===== config.mk =====
export PLATFORM = sky130hd
export DESIGN_NAME = siso_shift_register
export DESIGN_NICKNAME = d
export VERILOG_FILES = /design/src/rtl/siso_shift_register.sv
export SDC_FILE = /design/constraint.sdc
export NUM_CORES = 1
export LEC_CHECK = 0
export BUFFER_PORTS_ARGS = -buffer_cell sky130_fd_sc_hd__buf_4
export CAP_MARGIN = 20
export CORE_AREA = 2 2 39 41
export DETAILED_ROUTE_END_ITERATION = 10
export DIE_AREA = 0 0 41 43
export SETUP_SLACK_MARGIN = 0.15
export SYNTH_ARGS = -nofsm -noshare
export SYNTH_HDL_FRONTEND = slang
export SYNTH_SLANG_ARGS = --single-unit

===== constraint.sdc =====
create_clock -name clk -period 2.5 [get_ports clk]
set_clock_uncertainty 0.1 [all_clocks]
set_input_delay 0.125 -clock clk [delete_from_list [all_inputs] [get_ports clk]]
set_output_delay 0.125 -clock clk [all_outputs]
set_load 0.01 [all_outputs]

===== src/rtl/siso_shift_register.sv =====
// -----------------------------------------------------------------------------
// siso_shift_register
//
// Serial-in / serial-out shift register that delays a 1-bit stream by exactly
// DEPTH clock cycles. It also exposes every stage as a parallel debug tap and
// tracks how many real bits have entered since reset. Downstream logic can
// therefore tell real data on serial_out apart from reset fill.
//
// Parameters
//   DEPTH      number of stages, which is also the latency in cycles (2..64)
//   RESET_VAL  value loaded into every stage while reset is asserted
//
// Ports
//   clk           system clock; all state changes on its rising edge
//   rst           synchronous, active-low reset (0 = reset)
//   serial_in     serial data bit, sampled on every non-reset rising edge
//   serial_out    oldest bit (stage DEPTH-1)
//   parallel_out  all stages; bit 0 is the newest sample
//   fill_count    bits shifted in since reset, saturating at DEPTH
//   out_valid     high once fill_count has reached DEPTH
//
// Every output is a register or a direct slice of one. There is no
// combinational path from serial_in to any output.
// -----------------------------------------------------------------------------
module siso_shift_register #(
  parameter int   DEPTH     = 4,
  parameter logic RESET_VAL = 1'b0
) (
  input  logic                       clk,
  input  logic                       rst,
  input  logic                       serial_in,
  output logic                       serial_out,
  output logic [DEPTH-1:0]           parallel_out,
  output logic [$clog2(DEPTH+1)-1:0] fill_count,
  output logic                       out_valid
);

  localparam int            CW   = $clog2(DEPTH + 1);
  localparam logic [CW-1:0] FULL = CW'(DEPTH);

  logic [DEPTH-1:0] stage_q;
  logic [DEPTH-1:0] stage_d;
  logic [CW-1:0]    fill_q;
  logic [CW-1:0]    fill_d;
  logic             valid_q;

  // Next-state shift network.
  // Stage 0 takes the new sample.
  // Every later stage takes the value of its predecessor.
  assign stage_d[0] = serial_in;

  generate
    for (genvar gi = 1; gi < DEPTH; gi++) begin : g_shift
      assign stage_d[gi] = stage_q[gi-1];
    end
  endgenerate

  // fill_count saturates at DEPTH instead of wrapping.
  // Once the register is full it stays full until the next reset.
  assign fill_d = (fill_q == FULL) ? fill_q : fill_q + CW'(1);

  always_ff @(posedge clk) begin
    if (!rst) begin
      // Reset discards the serial_in value present on this edge.
      stage_q <= {DEPTH{RESET_VAL}};
      fill_q  <= '0;
      valid_q <= 1'b0;
    end else begin
      stage_q <= stage_d;
      fill_q  <= fill_d;
      // out_valid is registered from the next fill value.
      // This keeps it aligned with fill_count on the same edge.
      valid_q <= (fill_d == FULL);
    end
  end

  assign serial_out   = stage_q[DEPTH-1];
  assign parallel_out = stage_q;
  assign fill_count   = fill_q;
  assign out_valid    = valid_q;

endmodule


# Word level (Yosys, flattened, before mapping)
# Cells that the tools add are included.
[word_totals]
reg_bits = 8
output_inout_bits = 9
inputBits = 3
[op_classes]
mux = 1
n_eq_ne = 2
n_addsub = 1
[op_table]
columns = ["operator", "n"]
rows = [
  ["$eq 3x3->1 const B", 2],
  ["$add 3x1->3 const B", 1],
  ["$mux 3", 1],
]

# Logic depth before layout (Yosys ltp)
[depth]
ltp_word = 3
mapped_depth = 4
ltp_nobuf = 4

# Worst setup path before layout
# Ideal clock, no wire load.
[synth_timing]
kind = "flip-flop to flip-flop"
startpoint = "register fill_q[0], in the netlist fill_count[0]"
endpoint = "register valid_q, in the netlist out_valid"
n_path_buf = 0
path_slack_ns = 1.002
synth_period_minus_slack_ns = 1.498
setup_ns = 0.088
t_required_ns = 2.312
t_arrival_ns = 1.310
stages_incl_launch_ff = 5
cell_sequence = "dfxtp_1 inv_1 ha_1 or3b_1 a311oi_2"
[synth_between]
elab_chain_len = 3
[synth_lines]
columns = ["item", "line_no", "rtl"]
rows = [
  ["start, declared", "43", "logic [CW-1:0] fill_q;"],
  ["start signal, assigned", "70", "fill_q <= fill_d;"],
  ["$add 3x1->3 / $eq 3x3->1 (equally long branches)", "60", "assign fill_d = (fill_q == FULL) ? fill_q : fill_q + CW'(1);"],
  ["$mux 3 (*)", "60", ""],
  ["$eq 3x3->1 (*)", "73", "valid_q <= (fill_d == FULL);"],
  ["end signal, assigned", "73", ""],
  ["end, declared", "45", "logic valid_q;"],
]
# Every way passes the cells marked *; elsewhere a longest branch is shown, timed or not.
# A chain may end at the register's enable or synchronous reset.

# Worst setup path in the final report
# Ends and elaborated chain as after synthesis.

==> flow_metrics.py <==
metrics = {
    "timing": {
        "setup_viol": 0,
        "rsz0062_at_grt": "false",
        "max_slew_margin_pct": 86.0,
        "min_period_ns": 1.51,
        "slew_violations": 0,
        "fmax_mhz": 661,
        "worst_slack_ns": 0.988,
        "worstMarginPinSlew_ns": 0.209,
        "period_share_pct": 60.5,
        "final.setup.tns_ns": 0,
        "final-hold-violation-count": 0,
    },
    "cts": {
        "cts_root_buf": "clkbuf_4",
        "cts_tree": "yes",
        "clk_pin_slew_worst_paths_ns": 0.05,
        "clockBufferDepth": 2,
        "numCtsBuffers": 3,
        "htree_levels": 1,
        "clkLatencyLatePin_ns": 0.24,
        "cts_sinks": 8,
        "post_cts_resized": 0,
    },
    "pwr": {
        "sequentialPowerShare_pct": 51.0,
        "power.density_mw_per_mm2": 656,
        "p_sw_uw": 64.9,
        "ir_drop_v": 0.000327,
        "combPwrFrac_pct": 16.4,
        "p_leak_uw": 0.000201,
        "switching_share_pct": 23.1,
        "internal-power_uw": 217,
        "p_clk_share_pct": 32.6,
    },
    "detailed_routing": {
        "final_antenna_net_count": 0,
        "drc": 0,
        "initialDrtViolationCount": 2,
        "num_vias": 228,
        "wire_per_inst_microns": 8.34,
        "drt-total-wl_microns": 484,
        "dr.pass1.iters": 2,
        "vias_per_cell": 3.93,
    },
    "final_layout": {
        "nFillCells": 147,
        "diodes": 0,
        "final_area_sq_um": 429,
        "layout-drive-gt1-share_pct": 35.7,
        "nets": 49,
        "areaGrowthSynthToFinish_pct": 42.3,
    },
    "worst_hold_path": {
        "holdPathEnd": "parallel_out[3]$_SDFF_PN0_",
        "min_delay_path_depth": 2,
        "hold_class": "input port to flop",
        "min_from": "rst",
    },
    "die": {
        "dieArea_sq_mm": 0.00176,
        "pin_count": 12,
        "initial_core_util_pct": 21.8,
        "rows": 14,
        "coreArea_sq_mm": 0.00138,
        "die_h_microns": 43,
        "chipWidth_microns": 41,
    },
    "global_route": {
        "grt_pass1_wl_microns": 931,
        "gr-usage-all-layers_pct": 8.55,
        "grt_max_degree": 9,
        "grt-ovfl-total": 0,
        "grt_pass1_vias": 235,
        "grt_antenna_before_repair": 0,
    },
    "critical_path": {
        "r2r-end": "out_valid$_SDFF_PN0_",
        "cp_slowest_cell": "dfxtp_1",
        "reg2reg_from": "fill_count[0]$_SDFF_PN0_",
        "worstPathMaxFanout": 6,
        "reg2reg_depth": 4,
        "max_stage_delay_ns": 0.41,
        "arrival_ns": 1.57,
        "reg2reg_slack_ns": 0.99,
        "critPathBufInv": 1,
        "end_kind": "flop",
        "crit_path_cell_trace": "inv_1 > ha_1 > or3b_1 > a311oi_2",
        "startpoint_type": "flop",
        "required_ns": 2.56,
        "crit_type": "flop to flop",
        "crit_family": "flip-flops",
        "cp.depth": 4,
    },
    "synthesis": {
        "ys_seq_elements": 8,
        "synth_edf_count": 0,
        "synthCells": 28,
        "yosysSeqAreaShare_pct": 53.1,
        "ys_warn_count": 0,
        "synth.avg_cell_area_sq_um": 10.8,
        "synth_top_area_share_pct": 53.1,
        "yosys-top-cells-area": "dfxtp_1 53%, and2_1 10%, ha_1 8.3%, a311oi_2 5.0%, nand2b_1 4.1%",
        "async_flop_share_pct": 0,
        "yosysMostFrequentCell": "dfxtp_1",
        "synth_cell_types": 13,
        "ys_top_cells_by_count": "8 x dfxtp_1, 5 x and2_1, 3 x inv_1",
        "synth_top_cell_by_area": "dfxtp_1",
        "syn_nets": 33,
        "synth_top_flop_cell": "dfxtp_1",
        "synth_area_sq_um": 302,
    },
    "flow_run": {
        "max_cap_violations": 0,
    },
    "placed_design": {
        "postPlaceCellArea_sq_um": 397,
        "numPortBuffers": 11,
        "pre_cts_ws_ns": 0.971,
        "globalplace.congestion": 0.668,
    },
    "status": {
        "outcome": "complete, no violations",
    },
}
[power by group through the flow]
stage               Clock [uW]  Combinational, uW  Sequential [uW]
floorplan                    0               21.1              150
global placement             0               45.0              146
detailed placement           0               45.6              146
CTS                       97.6               47.3              144
global route               109               52.5              145
finish                    91.8               46.2              144
[metal layers]
metal | part of all wire (%) | wire, microns | GRT usage [%] | vias to the layer above
met5 | 0 | 0 | 0 | -
met3 | 11 | 54 | 7.85 | 0
met2 | 47 | 226 | 10.9 | 9
li1 | - | - | - | 119
met4 | 0 | 0 | 4.00 | 0
met1 | 42 | 202 | 9.39 | 100
[cell usage in the layout (no fill, tap or decap)]
cell,count
a311oi_2,1
o21ai_0,1
nand2b_1,2
o21a_1,1
dfxtp_1,8
ha_1,2
dlygate4sd3_1,1
inv_1,3
a31oi_1,1
a21oi_1,1
and2_1,5
buf_4,11
and3_1,1
or3b_1,1
clkbuf_4,3
[how the worst max path moves through the flow]
stage / start / endpoint / slack (ns)
2_1_floorplan: fill_count[0]$_SDFF_PN0_ / out_valid$_SDFF_PN0_ / 1.00
3_3_place_gp: fill_count[0]$_SDFF_PN0_ / out_valid$_SDFF_PN0_ / 1.02
3_5_place_dp: fill_count[0]$_SDFF_PN0_ / out_valid$_SDFF_PN0_ / 0.97
4_1_cts: fill_count[0]$_SDFF_PN0_ / out_valid$_SDFF_PN0_ / 0.97
5_1_grt: fill_count[0]$_SDFF_PN0_ / out_valid$_SDFF_PN0_ / 0.88
6_report: fill_count[0]$_SDFF_PN0_ / out_valid$_SDFF_PN0_ / 0.99
[cell type report]
type	count	area [sq um]	share of cell area (%)
Clock buffer	3	22.5	5.25
Inverter	3	11.3	2.62
Multi-Input combinational cell	16	123	28.6
Sequential cell	8	160	37.3
Tap cell	16	20.0	4.66
Timing Repair Buffer	12	92.6	21.6
[per-stage QoR]
step | power (uW) | std cells | utilization, % | hold slack (ns)
after CTS | 289 | 58 | 31.0 | 0.0428
after detailed placement | 192 | 54 | 28.7 | 0.237
after global placement | 191 | 54 | 28.7 | 0.233
after global routing | 307 | 58 | 31.0 | 0.0558
after floorplan | 171 | 28 | - | 0.142
final | 282 | 58 | 31.0 | 0.0436
[state kept, by name (all words and copies together), names as in the netlist]
signal / count
fill_count: 3
parallel_out: 4
out_valid: 1
[what timing repair did]
item | CTS | global route
hold buffers | 1 | 0
hold endpoints to repair | 1 | 0
setup buffers | 0 | 0
[cells by family (layout without fill, tap and decap cells)]
family          after synthesis  in the layout  share of synthesized area [%]
compound gates                5              5                           12.9
buf+inv                       4             18                           6.22
flops                         8              8                           53.1
fa+ha+maj                     2              2                           8.30
simple gates                  9              9                           19.5
No activity file was read; power rests on OpenSTA's default activity.
